--- src/rtl/iiitb_pgc_pkg.sv ---
// iiitb_gc_pkg: Gray/binary conversion helpers and width limits for the iiitb_pgc counter.
// Functions work on MAX_WIDTH-bit vectors; callers zero-extend and truncate to their own width.
package iiitb_gc_pkg;
    localparam int MIN_WIDTH = 2;
    localparam int MAX_WIDTH = 64;

    function automatic logic [MAX_WIDTH-1:0] bin2gray(input logic [MAX_WIDTH-1:0] b);
        return b ^ (b >> 1);
    endfunction

    function automatic logic [MAX_WIDTH-1:0] gray2bin(input logic [MAX_WIDTH-1:0] g);
        logic [MAX_WIDTH-1:0] b;
        b[MAX_WIDTH-1] = g[MAX_WIDTH-1];
        for (int i = MAX_WIDTH - 2; i >= 0; i--) b[i] = b[i+1] ^ g[i];
        return b;
    endfunction
endpackage

--- src/rtl/iiitb_pgc_if.sv ---
// iiitb_pgc_if: control and status bundle of the Gray counter.
// master drives enable/up/sat/clear/load/load_gray and observes gray_count/wrap/at_limit
// (plus bin_count when IIITB_PGC_BIN_OUT_EN is defined); slave is the counter side.
interface iiitb_pgc_if #(parameter int WIDTH = 8);
    logic             enable;
    logic             up;
    logic             sat;
    logic             clear;
    logic             load;
    logic [WIDTH-1:0] load_gray;
    logic [WIDTH-1:0] gray_count;
    logic             wrap;
    logic             at_limit;
`ifdef IIITB_PGC_BIN_OUT_EN
    logic [WIDTH-1:0] bin_count;
    modport master (output enable, up, sat, clear, load, load_gray, input gray_count, wrap, at_limit, bin_count);
    modport slave (input enable, up, sat, clear, load, load_gray, output gray_count, wrap, at_limit, bin_count);
`else
    modport master (output enable, up, sat, clear, load, load_gray, input gray_count, wrap, at_limit);
    modport slave (input enable, up, sat, clear, load, load_gray, output gray_count, wrap, at_limit);
`endif
endinterface

--- src/rtl/iiitb_pgc_gray2bin.sv ---
// iiitb_gray2bin: combinational WIDTH-bit Gray-to-binary converter.
// Ports: gray (in, WIDTH) Gray code; bin (out, WIDTH) matching binary value.
module iiitb_gray2bin #(parameter int WIDTH = 8) (
    input  logic [WIDTH-1:0] gray,
    output logic [WIDTH-1:0] bin
);
    // each binary bit is the XOR of all Gray bits at or above it
    for (genvar i = 0; i < WIDTH; i++) begin : g_bit
        assign bin[i] = ^gray[WIDTH-1:i];
    end
endmodule

--- src/rtl/iiitb_pgc.sv ---
// iiitb_pgc: parametrised up/down Gray counter with clear, Gray load, wrap/saturate modes.
// Ports: clk, reset (async, active-high); bus (iiitb_pgc_if.slave) carrying enable, up, sat,
// clear, load, load_gray in and registered gray_count, wrap, at_limit out.
// IIITB_PGC_BIN_OUT_EN adds bus.bin_count, the binary value matching gray_count.
module iiitb_pgc
    import iiitb_gc_pkg::*;
#(parameter int WIDTH = 8) (
    input logic          clk,
    input logic          reset,
    iiitb_pgc_if.slave   bus
);
    localparam logic [WIDTH-1:0] TOP = '1;
    logic [WIDTH-1:0] bin, bin_nx, ld_bin, gray_q;
    logic             wrap_q, lim_q, wrap_nx, lim_nx, at_end;

    iiitb_gray2bin #(.WIDTH(WIDTH)) u_g2b (.gray(bus.load_gray), .bin(ld_bin));

    assign at_end = bus.up ? (bin == TOP) : (bin == '0);

    always_comb begin
        bin_nx  = bin;
        wrap_nx = 1'b0;
        lim_nx  = 1'b0;
        if (bus.clear) bin_nx = '0;
        else if (bus.load) bin_nx = ld_bin;
        else if (bus.enable) begin
            if (at_end && bus.sat) lim_nx = 1'b1;
            else begin
                // modulo arithmetic yields the wrap value at the terminal count
                bin_nx  = bus.up ? bin + 1'b1 : bin - 1'b1;
                wrap_nx = at_end;
            end
        end
    end

    always_ff @(posedge clk or posedge reset) begin
        if (reset) begin
            bin    <= '0;
            gray_q <= '0;
            wrap_q <= 1'b0;
            lim_q  <= 1'b0;
        end else begin
            bin    <= bin_nx;
            gray_q <= WIDTH'(bin2gray(MAX_WIDTH'(bin_nx)));
            wrap_q <= wrap_nx;
            lim_q  <= lim_nx;
        end
    end

    assign bus.gray_count = gray_q;
    assign bus.wrap       = wrap_q;
    assign bus.at_limit   = lim_q;
`ifdef IIITB_PGC_BIN_OUT_EN
    assign bus.bin_count  = bin;
`endif
endmodule

--- src/flat_wrapper.sv ---
// flat-port wrapper written by rule: the top's interface ports become plain ports
module iiitb_pgc_flat import iiitb_gc_pkg::*;
#(parameter int WIDTH = 8)
  (clk, reset, bus_enable, bus_up, bus_sat, bus_clear, bus_load, bus_load_gray, bus_gray_count, bus_wrap, bus_at_limit);
  iiitb_pgc_if #(.WIDTH(WIDTH)) bus_i ();
  input logic clk;
  input logic reset;
  input wire logic [$bits(bus_i.enable)-1:0] bus_enable;
  input wire logic [$bits(bus_i.up)-1:0] bus_up;
  input wire logic [$bits(bus_i.sat)-1:0] bus_sat;
  input wire logic [$bits(bus_i.clear)-1:0] bus_clear;
  input wire logic [$bits(bus_i.load)-1:0] bus_load;
  input wire logic [$bits(bus_i.load_gray)-1:0] bus_load_gray;
  output wire logic [$bits(bus_i.gray_count)-1:0] bus_gray_count;
  output wire logic [$bits(bus_i.wrap)-1:0] bus_wrap;
  output wire logic [$bits(bus_i.at_limit)-1:0] bus_at_limit;
  assign bus_i.enable = bus_enable;
  assign bus_i.up = bus_up;
  assign bus_i.sat = bus_sat;
  assign bus_i.clear = bus_clear;
  assign bus_i.load = bus_load;
  assign bus_i.load_gray = bus_load_gray;
  assign bus_gray_count = bus_i.gray_count;
  assign bus_wrap = bus_i.wrap;
  assign bus_at_limit = bus_i.at_limit;
  iiitb_pgc #(.WIDTH(WIDTH)) u_core (.clk(clk), .reset(reset), .bus(bus_i));
endmodule
--- config.mk ---
export PLATFORM = sky130hd
export DESIGN_NAME = iiitb_pgc_flat
export DESIGN_NICKNAME = d
export VERILOG_FILES = /design/src/rtl/iiitb_pgc_pkg.sv /design/src/rtl/iiitb_pgc_if.sv /design/src/rtl/iiitb_pgc_gray2bin.sv /design/src/rtl/iiitb_pgc.sv /design/src/flat_wrapper.sv
export SDC_FILE = /design/constraint.sdc
export NUM_CORES = 1
export LEC_CHECK = 0
export ABC_AREA = 1
export BUFFER_PORTS_ARGS = -buffer_cell sky130_fd_sc_hd__buf_2
export CORE_MARGIN = 3
export CORE_UTILIZATION = 57
export CTS_BUF_LIST = sky130_fd_sc_hd__clkbuf_2
export CTS_CLUSTER_SIZE = 25
export DETAILED_ROUTE_END_ITERATION = 10
export GPL_ROUTABILITY_DRIVEN = 1
export MAX_ROUTING_LAYER = met4
export PLACE_DENSITY = 0.86
export SKIP_LAST_GASP = 1
export SLEW_MARGIN = 25
export SYNTH_ARGS = -nofsm -noshare
export SYNTH_HDL_FRONTEND = slang
export SYNTH_HIERARCHICAL = 1
export SYNTH_SLANG_ARGS = --single-unit
--- constraint.sdc ---
create_clock -name clk -period 4.45 [get_ports clk]
set_input_delay 0.2225 -clock clk [delete_from_list [all_inputs] [get_ports clk]]
set_output_delay 0.2225 -clock clk [all_outputs]
set_load 0.005 [all_outputs]
==> results.md <==
* Run status: finished, final reports clean
* Cell mode on critical path: nand2_1
* First-pass GRT wire length at 5600 um
* Reg2reg start: u_core/bin[2]$_DFF_PP0_
* Lkg Pwr at 1.10 nW
* H-tree levels at 1
* Synthesis warning total at 6
* Antenna Cells at 0
* Worst-Skew Late Latency at 0.29 ns
* Type of the worst min-delay path: primary input to register
* Gr usage total at 21.0%
* DR DRC count at 0
* Detailed Route Iter0 Violations at 52
* Power per cell area at 246 mW/mm^2
* Slew Viols, Final at 0
* CP startpoint kind: register
* Via density at 4.96
* Setup_tns at 0 ns
* Final cell count without fillers at 314
* Post-CTS Repair Setup Buffers at 0
* Detailed placer's ending HPWL at 2730 um
* Clock Pin Slew Worst Setup and Hold Paths at 0.16 ns
* Worst setup path endpoint: u_core/bus.gray_count[4]$_DFF_PP0_
* CP peak stage delay at 0.46 ns
* Setup violations, final at 0
* Final worst path period share at 41.3%
* Most frequent cells in the layout: 106 x nand2_1, 28 x inv_1, 24 x buf_2, 22 x nor2_1
* Post-Syn Area at 0.00162 mm^2
* Post-DRT Antenna Nets at 0
* Die X at 59.4 um
* Maximum vdd drop at 0.318 mV
* Root buffer cell: clkbuf_2
* Number of port buffers at 24
* Placed cell count at 309
* Drt wl/cell at 10.2 um
* Routed WL at 3210 um
* Commonest non-fill, non-tap cell in the layout: nand2_1
* CP Capture Type: register
* Syn Area/Cell at 6.27 um^2
* Final GP Congestion at 0.870
* Site row count at 18
* RSZ-0062 raised after global routing: no
* Worst Reg-to-Reg Cells at 12
* Worst-case clock buffer depth at 2
* Max Cap Violations at 0
* Layout cell share with drive strength beyond 1 at 21.5%
* CP Max Fanout at 4
* Final hold vios at 0
* Vias in the first global route at 1334
* Clock buffer count from CTS at 3
* FF-to-FF End: u_core/bus.gray_count[4]$_DFF_PP0_
* CP Cell Sequence: ha_1 -> a21oi_1 -> nand2_1 -> nand2_1 -> nand2_1 -> nand2_1 -> nand2_1 -> nor2_1 -> nor2_2 -> nor2_2 -> nand2_1 -> nand2_1
* Area grow syn2layout at 9.25%
* Clock skew at 0.00789 ns
* Core Footprint at 0.00259 mm^2
* CTS tree: yes
* Netlist cell types at 25
* DR vias at 1559
* Post-synthesis sequential area ratio at 26.2%
* Worst Tran Pin Value at 0.597 ns
* Maximum clock rate at 544 MHz
* CP max-delay cell: dfrtp_1
* FF/Latch Area at 425 um^2
* Fill cell count at 239
* Clk sinks at 17
* Area of the multi-input gates at 0.00102 mm^2
* Critical path required time at 4.70 ns
* Slew HR at 60.2%
* NumNets Final at 307
* Die ar. at 0.00352 mm^2
* IO Pins at 25
* Cells after synthesis at 259
* Synthesis-stage register bit count at 17
* First-pass DRT Iterations at 4
* Fin crit period at 1.84 ns
* GRT overflow at 0
* Effective utilization at floorplan at 62.7%
* Largest net degree at the start of global routing at 18
* Worst Path Arrival at 2.09 ns
* Initial antenna violation count at 0
* CP startpoint: u_core/bin[2]$_DFF_PP0_
* R2R setup slack at 2.61 ns
* Overall die height at 59.4 um
* Syn Nets at 281
* CP Class: register to register
-- power by group --
| part | total [W] | switching [W] | internal (W) |
|---|---|---|---|
| logic | 0.000187 | 0.000114 | 0.0000728 |
| clock network | 0.0000663 | 0.0000460 | 0.0000203 |
| registers | 0.000184 | 0.0000126 | 0.000171 |
-- critical path: cells and delay by family, from the launching register on --
family | cells | cell delay (ns)
flip-flops | 1 | 0.46
AO/OA/AOI/OAI | 1 | 0.14
AND/OR/NAND/NOR | 10 | 0.86
adder cells (fa/ha/maj) | 1 | 0.35
-- routing by layer --
metal	track usage (%)	share of wire (%)	routed length, um	vias up
met5	-	0	0	-
met2	32.6	46	1470	36
met1	28.4	48	1550	671
met4	3.56	1.1	35	0
li1	-	-	-	848
met3	4.58	4.8	154	4
-- cells by family (layout without fill, tap and decap cells) --
kind of cell	count (synthesis)	count (layout)	share of synthesized area, %
adders and majority gates	7	7	5.86
AOI/OAI and AO/OA	12	12	4.32
xor gates and xnor gates	4	4	2.16
and+or+nand+nor	178	178	50.5
buffers and inverters	41	66	10.9
DFF	17	17	26.2
-- cells in the mapped netlist (all sizes together) --
cell type / count / area, um^2
a21oi: 4 / 20.0
buf: 4 / 37.5
clkinv: 1 / 5.00
dfrtp: 17 / 425
fa: 1 / 20.0
ha: 6 / 75.1
inv: 36 / 135
nand2: 124 / 549
nand3: 18 / 95.1
nand3b: 5 / 37.5
nand4: 2 / 12.5
nor2: 27 / 114
nor3: 1 / 5.00
o21ai: 4 / 20.0
o21bai: 4 / 30.0
or2: 1 / 6.26
xnor2: 2 / 17.5
xor2: 2 / 17.5
-- sequential cells by signal (all words and copies together) (netlist names) --
signal,count
u_core/bus.gray_count,7
u_core/bus.wrap,1
u_core/bin,8
u_core/bus.at_limit,1
-- repair_timing --
action | in CTS | in global routing
endpoints found under the hold margin | 17 | 0
gates resized for setup | 0 | 0
hold buffers | 1 | 0
-- cell type report --
cell class / count / area share, %
Tap cell: 30 / 2.12
Timing Repair Buffer: 25 / 7.34
Clock buffer: 3 / 0.847
Multi-Input combinational cell: 201 / 57.5
Sequential cell: 17 / 24.0
Inverter: 37 / 7.90
Clock inverter: 1 / 0.282
-- stage by stage --
stage / hold WS (ns) / cell area (um^2) / utilization (%) / setup slack [ns] / total power, W
floorplan: 0.149 / 1620 / - / 2.82 / 0.000325
global placement: 0.325 / 1740 / 67.3 / 2.52 / 0.000369
detailed placement: 0.315 / 1740 / 67.3 / 2.51 / 0.000373
CTS: 0.138 / 1770 / 68.5 / 2.61 / 0.000439
global route: 0.113 / 1770 / 68.5 / 2.42 / 0.000478
finish: 0.147 / 1770 / 68.5 / 2.61 / 0.000437
-- worst min path at each step --
stage                     slack, ns                            endpoint  cells after the start    start
after CTS                      0.14           u_core/bus.wrap$_DFF_PP0_                      2  bus_sat
after floorplan                0.15             u_core/bin[0]$_DFF_PP0_                      1    reset
after global routing           0.11           u_core/bus.wrap$_DFF_PP0_                      2  bus_sat
after detailed placement       0.31           u_core/bus.wrap$_DFF_PP0_                      2    reset
after global placement         0.33  u_core/bus.gray_count[5]$_DFF_PP0_                      2    reset
final                          0.15           u_core/bus.wrap$_DFF_PP0_                      2  bus_sat
Power figures use the tool's default switching activity.
